<file path="src/rtl/byte_striping.sv">
// Byte striping: distributes a serial symbol stream across LANES lanes, aligning
// COM to lane 0 and padding partial groups with PAD_SYM when the stream stops.
module byte_striping #(
  parameter int         LANES   = 4,
  parameter logic [7:0] PAD_SYM = 8'hF7,
  parameter logic [7:0] COM_SYM = 8'hBC
) (
  input  logic                 clk,
  input  logic                 rst,
  input  logic                 enb,
  input  logic [7:0]           tx_multiplexada,
  input  logic                 tx_Valid,
  output logic [8*LANES-1:0]   lane_data,
  output logic [LANES-1:0]     lane_k,
  output logic [LANES-1:0]     lane_pad,
  output logic                 lane_valid
);

  localparam int IW = (LANES > 1) ? $clog2(LANES) : 1;
  // One staging slot is kept even for LANES=1 so the arrays never collapse to zero width.
  localparam int SW = (LANES > 1) ? LANES - 1 : 1;
  localparam logic [IW-1:0] LAST_IDX = IW'(LANES - 1);
  localparam logic [IW-1:0] ZERO_IDX = {IW{1'b0}};
  localparam logic [IW-1:0] ONE_IDX  = IW'(1);

  typedef enum logic [0:0] {
    FILL  = 1'b0,
    FLUSH = 1'b1
  } state_t;

  state_t                state_r, state_s;
  logic [IW-1:0]         idx_r, idx_s;
  logic [SW-1:0][7:0]    stage_data_r, stage_data_s;
  logic [SW-1:0]         stage_k_r, stage_k_s;

  logic [8*LANES-1:0]    data_s;
  logic [LANES-1:0]      k_s;
  logic [LANES-1:0]      pad_s;
  logic                  valid_s;

  logic [8*LANES-1:0]    pg_data_s;
  logic [LANES-1:0]      pg_k_s;
  logic [LANES-1:0]      pg_pad_s;
  logic                  is_com_s;

  assign is_com_s = enb & ~tx_Valid & (tx_multiplexada == COM_SYM);

  // Partial group: staged lanes below idx, PAD_SYM (K=1) in every lane from idx upward.
  always_comb begin
    pg_data_s = '0;
    pg_k_s    = '0;
    pg_pad_s  = '0;
    for (int i = 0; i < LANES; i++) begin
      pg_data_s[8*i +: 8] = PAD_SYM;
      pg_k_s[i]           = 1'b1;
      pg_pad_s[i]         = 1'b1;
    end
    for (int i = 0; i < SW; i++) begin
      if (IW'(i) < idx_r) begin
        pg_data_s[8*i +: 8] = stage_data_r[i];
        pg_k_s[i]           = stage_k_r[i];
        pg_pad_s[i]         = 1'b0;
      end else begin
        pg_pad_s[i] = pg_pad_s[i];
      end
    end
  end

  // Next-state, staging and output-group selection.
  always_comb begin
    state_s      = state_r;
    idx_s        = idx_r;
    stage_data_s = stage_data_r;
    stage_k_s    = stage_k_r;
    data_s       = lane_data;
    k_s          = lane_k;
    pad_s        = lane_pad;
    valid_s      = 1'b0;
    case (state_r)
      FLUSH: begin
        data_s  = pg_data_s;
        k_s     = pg_k_s;
        pad_s   = pg_pad_s;
        valid_s = 1'b1;
        idx_s   = ZERO_IDX;
        state_s = FILL;
      end
      FILL: begin
        if (enb) begin
          if (is_com_s && (idx_r != ZERO_IDX)) begin
            data_s          = pg_data_s;
            k_s             = pg_k_s;
            pad_s           = pg_pad_s;
            valid_s         = 1'b1;
            stage_data_s[0] = COM_SYM;
            stage_k_s[0]    = 1'b1;
            idx_s           = ONE_IDX;
          end else if (idx_r == LAST_IDX) begin
            // Every lower lane is staged, so the partial group only lacks the last lane.
            data_s                    = pg_data_s;
            k_s                       = pg_k_s;
            pad_s                     = pg_pad_s;
            data_s[8*(LANES-1) +: 8]  = tx_multiplexada;
            k_s[LANES-1]              = ~tx_Valid;
            pad_s[LANES-1]            = 1'b0;
            valid_s                   = 1'b1;
            idx_s                     = ZERO_IDX;
          end else begin
            stage_data_s[idx_r] = tx_multiplexada;
            stage_k_s[idx_r]    = ~tx_Valid;
            idx_s               = idx_r + ONE_IDX;
          end
        end else if (idx_r != ZERO_IDX) begin
          state_s = FLUSH;
        end else begin
          state_s = FILL;
        end
      end
      default: begin
        state_s = FILL;
        idx_s   = ZERO_IDX;
      end
    endcase
  end

  // State, staging and registered output group.
  always_ff @(posedge clk or negedge rst) begin
    if (!rst) begin
      state_r      <= FILL;
      idx_r        <= ZERO_IDX;
      stage_data_r <= '0;
      stage_k_r    <= '0;
      lane_data    <= '0;
      lane_k       <= '0;
      lane_pad     <= '0;
      lane_valid   <= 1'b0;
    end else begin
      state_r      <= state_s;
      idx_r        <= idx_s;
      stage_data_r <= stage_data_s;
      stage_k_r    <= stage_k_s;
      lane_data    <= data_s;
      lane_k       <= k_s;
      lane_pad     <= pad_s;
      lane_valid   <= valid_s;
    end
  end

endmodule

</file>
<file path="config.mk">
export PLATFORM = sky130hd
export DESIGN_NAME = byte_striping
export DESIGN_NICKNAME = d
export VERILOG_FILES = /design/src/rtl/byte_striping.sv
export SDC_FILE = /design/constraint.sdc
export NUM_CORES = 1
export LEC_CHECK = 0
export ABC_CLOCK_PERIOD_IN_PS = 4100
export CAP_MARGIN = 20
export CORE_MARGIN = 2
export CORE_UTILIZATION = 40
export CTS_CLUSTER_DIAMETER = 60
export CTS_CLUSTER_SIZE = 16
export DETAILED_ROUTE_END_ITERATION = 10
export GPL_ROUTABILITY_DRIVEN = 1
export HOLD_SLACK_MARGIN = 0.03
export PLACE_DENSITY = 0.69
export SYNTH_ARGS = -nofsm -noshare
export SYNTH_HDL_FRONTEND = slang
export SYNTH_SLANG_ARGS = --single-unit
</file>
<file path="constraint.sdc">
create_clock -name clk -period 4.1 [get_ports clk]
set_clock_uncertainty 0.05 [all_clocks]
set_input_delay 0.41 -clock clk [delete_from_list [all_inputs] [get_ports clk]]
set_output_delay 0.41 -clock clk [all_outputs]
set_load 0.05 [all_outputs]
</file>
**Yosys cells after proc, flatten, opt, wreduce, memory -nomap -nowiden**

Index checks and enable logic that the tools add are counted.

- $add $sub $neg: 1
- Magnitude comparators: 5
- Equal/unequal tests: 5
- Multiplexer cells: 42
- Bitwise gates (word level): 6
- Reductions and logical operators: 6

Operators by type and width:

| kind | count |
|---|---|
| 2-to-1 mux 32 bit | 3 |
| one-hot mux 32 bit (2 select lines) | 1 |
| 2-to-1 mux 8 bit | 6 |
| bitwise mux 24 bit | 1 |
| 2-to-1 mux 4 bit | 6 |
| demux 8 bit (select 2 bit) | 1 |
| one-hot mux 4 bit (2 select lines) | 2 |
| 2-to-1 mux 1 bit | 14 |
| == test 8 bit, second input constant | 1 |
| 2-to-1 mux 2 bit | 3 |
| less-than comparator 1 x 2 -> 1 bit, first input constant | 2 |
| != test 2 bit, second input constant | 2 |
| NOT 1 bit | 4 |
| one-hot mux 1 bit (2 select lines) | 2 |
| one-hot mux 2 bit (2 select lines) | 1 |
| AND reduction 4 bit | 1 |
| bitwise mux 3 bit | 1 |
| less-than comparator 2 x 3 -> 1 bit, second input constant | 1 |
| != test 3 bit, second input constant | 1 |
| AND reduction 3 bit | 1 |
| adder 2 x 1 -> 2 bit, second input constant | 1 |
| AND 1 bit | 2 |
| demux 1 bit (select 2 bit) | 1 |
| == test 2 bit, second input constant | 1 |
| other kinds (5) | 6 |

- Flip-flop bits (word level): 71
- Bits of input ports: 12
- Output and inout port bits: 41

**Depth between registers and ports, before layout**

- Depth after elaboration: 7
- Gate-level depth with buffers: 7
- Gate-level depth less buffers: 6

**Worst setup path after synthesis**

Ideal clock, no wire load.

- Kind: reg2reg
- Start: reg idx_r[1]
- End: reg stage_data_r[10] (netlist bit)
- Library setup time: 0.125 ns
- Arrival time: 2.192 ns
- Required time: 3.925 ns
- Path slack: 1.733 ns
- Cell stages (with the launch flop): 8
- Path buffers: 2
- Period minus slack after synthesis: 2.367 ns
- Path through: dfrtp_1 clkbuf_1 inv_1 ha_1 or4_1 clkbuf_1 nand3_2 mux2_2

- Cells in the longest elaborated chain, start to end: 5
- Elaborated cells on any way between the ends: 12
- Those cells by class: order compare: 2; eq/ne: 1; mux: 3; bitwise: 2; reduce/logical: 4

RTL lines:

| element | RTL line | source |
|---|---|---|
| start: declaration | 32 | `logic [IW-1:0] idx_r, idx_s;` |
| start signal: assignment | 139 | `idx_r <= idx_s;` |
| less-than comparator 2 x 3 -> 1 bit (implied by the code) / >= comparator 2 x 1 -> 1 bit (equally long branches) | 109 | `stage_data_s[idx_r] = tx_multiplexada;` |
| logical AND 1 bit (implied by the code) | 109 |  |
| 2-to-1 mux 8 bit (implied by the code) | 109 |  |
| demux 8 bit (select 2 bit) | 109 |  |
| bitwise mux 24 bit | 109 |  |
| end signal: assignment | 140 | `stage_data_r <= stage_data_s;` |
| end: declaration | 33 | `logic [SW-1:0][7:0] stage_data_r, stage_data_s;` |

Several ways; a longest one is shown, not always the timed one.
A chain may end at the register's enable or synchronous reset.

**Worst setup path after layout**

- Start: reg idx_r[1]
- End: reg stage_data_r[0] (netlist bit)

- Cells in the longest elaborated chain, start to end: 7
- Elaborated cells on any way between the ends: 13
- Those cells by class: order compare: 2; eq/ne: 2; mux: 5; reduce/logical: 4

RTL lines:

| element | RTL line | source |
|---|---|---|
| less-than comparator 2 x 3 -> 1 bit (implied by the code) / >= comparator 2 x 1 -> 1 bit (equally long branches) | 109 |  |
| logical AND 1 bit (implied by the code) | 109 |  |
| 2-to-1 mux 8 bit (implied by the code) | 109 |  |
| demux 8 bit (select 2 bit) | 109 |  |
| bitwise mux 24 bit | 109 |  |
| 2-to-1 mux 8 bit | 98 | `end else if (idx_r == LAST_IDX) begin` |
| 2-to-1 mux 8 bit | 90 | `if (is_com_s && (idx_r != ZERO_IDX)) begin` |

Several ways; a longest one is shown, not always the timed one. The select of a mux whose other input is x is not followed.

==> reports/qor.csv <==
stage,metric,value,unit
status,outcome,"complete, no violations",
final_layout,layout_commonest_cell,dfrtp_1,
clocking,cts_resized,0,
synth,synth_area_per_cell,13.2,sq um
grt,grt_pass1_vias,2048,
route,first_pass_iters,4,
placed_design,post-place-ws,1280,ps
clocking,ctsHtreeMaxLevel,3,
sta,maxSlewHeadroom,35.8,%
clocking,clk_pin_slew,70,ps
worst_setup_path,criticalPathCategory,reg -> reg,
final_layout,syn_to_final_growth,26.3,%
final_layout,final_cell_mix,"71 x dfrtp_1, 51 x clkdlybuf4s50_1, 24 x mux2_2",
worst_setup_path,cp_num_cells,5,
synth,netlist-cell-type-count,35,
synth,ys_seq_elements,71,
clocking,cts_tree,built,
worst_setup_path,crit_path_max_fanout,16,
die,ioPinCount,53,
worst_setup_path,r2r-end,stage_data_r[0],
route,routed_wl,5920,um
synth,ys_seq_area_share,58.8,%
grt,antenna_found_initial,0,
grt,overflow,0,
synth,synth_fp_nets,246,
worst_setup_path,crit_path_end_kind,flip-flop,
pwr,pwr-share-comb,46.7,%
sta,hold_viol,0,
sta,clock.fmax,353,MHz
route,wl_per_cell,15.3,um
final_layout,drive_above_1_share,16.0,%
die,core_area,7290,sq um
worst_setup_path,max_stage_delay,890,ps
placed_design,placed_cells,372,
worst_setup_path,required,4280,ps
placed_design,gp_congestion,0.787,
clocking,cts_hold_buffers,0,
clocking,cts-root-buf,clkbuf_8,
worst_setup_path,crit_family,simple AND/OR/NAND/NOR gates,
synth,netlist_area,3020,sq um
worst_setup_path,r2r-start,idx_r[1],
die,die_y,90.9,um
pwr,p_clk_share,18.1,%
synth,synthCells,229,
placed_design,portBuffers,52,
route,drtIter0Drc,59,
synth,synth-edff-count,0,
worst_setup_path,ff2ff_path_depth,5,
final_layout,final_cells,387,
worst_setup_path,cp_cell_sequence,inv_1 -> ha_1 -> nor4_1 -> o21ai_0 -> a22o_1,
grt,grt_max_degree,38,
pwr,leakagePower,1.56,nW
synth,synth_flop_cell,dfrtp_1,
clocking,post_cts_buffers,0,
clocking,clk_latency,340,ps
sta,fin_crit,2830,ps
worst_hold_path,hold_path.class,in -> async,
worst_setup_path,startpoint,idx_r[1],
final_layout,nets,301,
sta,timing.final.crit_share,69.0,%
route,vias,1931,
die,fp.dieW,90.9,um
pwr,sw_frac_of_total,40.8,%
worst_setup_path,crit_end,stage_data_r[0],
sta,setup_ws,1270,ps
worst_setup_path,crit_arrival,3010,ps
clocking,clock-sinks,71,
sta,tns,0,ps
flow_run,cap_violations,0,
final_layout,diodes,0,
worst_setup_path,crit_path_start_kind,flip-flop,
sta,finalMaxSlewViolations,0,
sta,finalSetupViolCount,0,
worst_setup_path,worst_path_max_delay_cell,nor4_1,
synth,async_reset_ff_share,100,%
grt,grt_use_total,16.0,%
pwr,netSwitchingPower,1.36,mW
route,ant_nets,0,
sta,rsz0062_at_grt,false,
final_layout,post-route-util,52.3,%
route,drc,0,
die,rows,31,
synth,synth_warnings,0,
placed_design,place_hpwl,4050,um
clocking,numCtsBuffers,9,
clocking,cts_buffer_depth,2,
pwr,power.internal,1.98,mW
pwr,sequentialPowerShare,35.3,%
grt,grt_pass1_wl,10300,um
pwr,peakVddDrop,0.301,mV
route,post_drt_via_cell_ratio,4.99,
die,dieArea,8270,sq um
worst_setup_path,crit_buf_inv,1,
worst_setup_path,regToRegSetupSlack,1270,ps
pwr,power_density,875,nW/um^2
die,start_util,41.4,%
sta,worst_pin_slew,954,ps
## layer usage
metal | vias to the layer above | routed length (um) | global-route usage, %
met5 | - | 0 | 0
met4 | 0 | 117 | 7.20
met3 | 11 | 224 | 4.01
met2 | 47 | 2680 | 23.7
met1 | 968 | 2900 | 22.2
li1 | 905 | - | -
## cells by family after synthesis
logic type	count (synthesis)	synth area share [%]
flip-flops	71	58.8
AND/OR/NAND/NOR	50	9.77
multiplexers	49	17.7
AO/OA/AOI/OAI	28	7.25
buffers and inverters	26	4.39
adder cells (fa/ha/maj)	5	2.07
## synth_stat cells (all sizes together), types with 2 or more instances
cell type  count  area share (%)
a21oi          4            0.66
a22o           3            0.87
buf            4             1.5
clkbuf         5            0.62
dfrtp         71              59
ha             5             2.1
inv           16             2.0
mux2          36              13
mux2i         13             4.3
nand2          7            0.87
nand2b        15             3.1
nand3          4            0.99
nor2          11             1.4
nor2b          2            0.41
nor3           3            0.50
nor4           2            0.41
o21ai          3            0.50
o22a          12             3.5
or2            2            0.41
## power by group through the flow
stage | logic (mW) | registers (mW) | clock network [mW]
2_1_floorplan | 0.624 | 1.68 | 0
3_3_place_gp | 1.56 | 1.19 | 0
3_5_place_dp | 1.57 | 1.19 | 0
4_1_cts | 1.58 | 1.18 | 0.616
5_1_grt | 1.66 | 1.23 | 0.648
6_report | 1.56 | 1.18 | 0.603
## stage by stage
step	hold WS, ps	instance area (sq um)	total power, mW
finish	97.5	3820	3.34
global route	174	3820	3.54
CTS	122	3820	3.37
detailed placement	423	3600	2.76
global placement	420	3600	2.74
floorplan	64.4	3020	2.31
## cell type report
cell class              count  area [sq um]
flip-flops and latches     71          1780
clock inverters             4          70.1
inverters                  17          68.8
well taps                  99           124
clock buffers              11           141
repair buffers             53           523
multi-input cells         132          1110
fillers                   666          3480
## worst min path at each step
stage | depth (start not counted) | end | slack (ps) | start
2_1_floorplan | 0 | idx_r[0] | 60 | rst
3_3_place_gp | 1 | stage_data_r[3] | 420 | stage_data_r[3]
3_5_place_dp | 1 | stage_data_r[3] | 420 | stage_data_r[3]
4_1_cts | 1 | lane_data[9] | 120 | rst
5_1_grt | 1 | stage_data_r[13] | 170 | rst
6_report | 1 | lane_pad[3] | 100 | rst
## sequential cells by signal, indices dropped and copies added, names as in the netlist
signal / flops
lane_data: 32
stage_data_r: 24
lane_k: 4
lane_pad: 4
stage_k_r: 3
idx_r: 2
lane_valid: 1
state_r: 1
(Power assumes the default switching activity.)
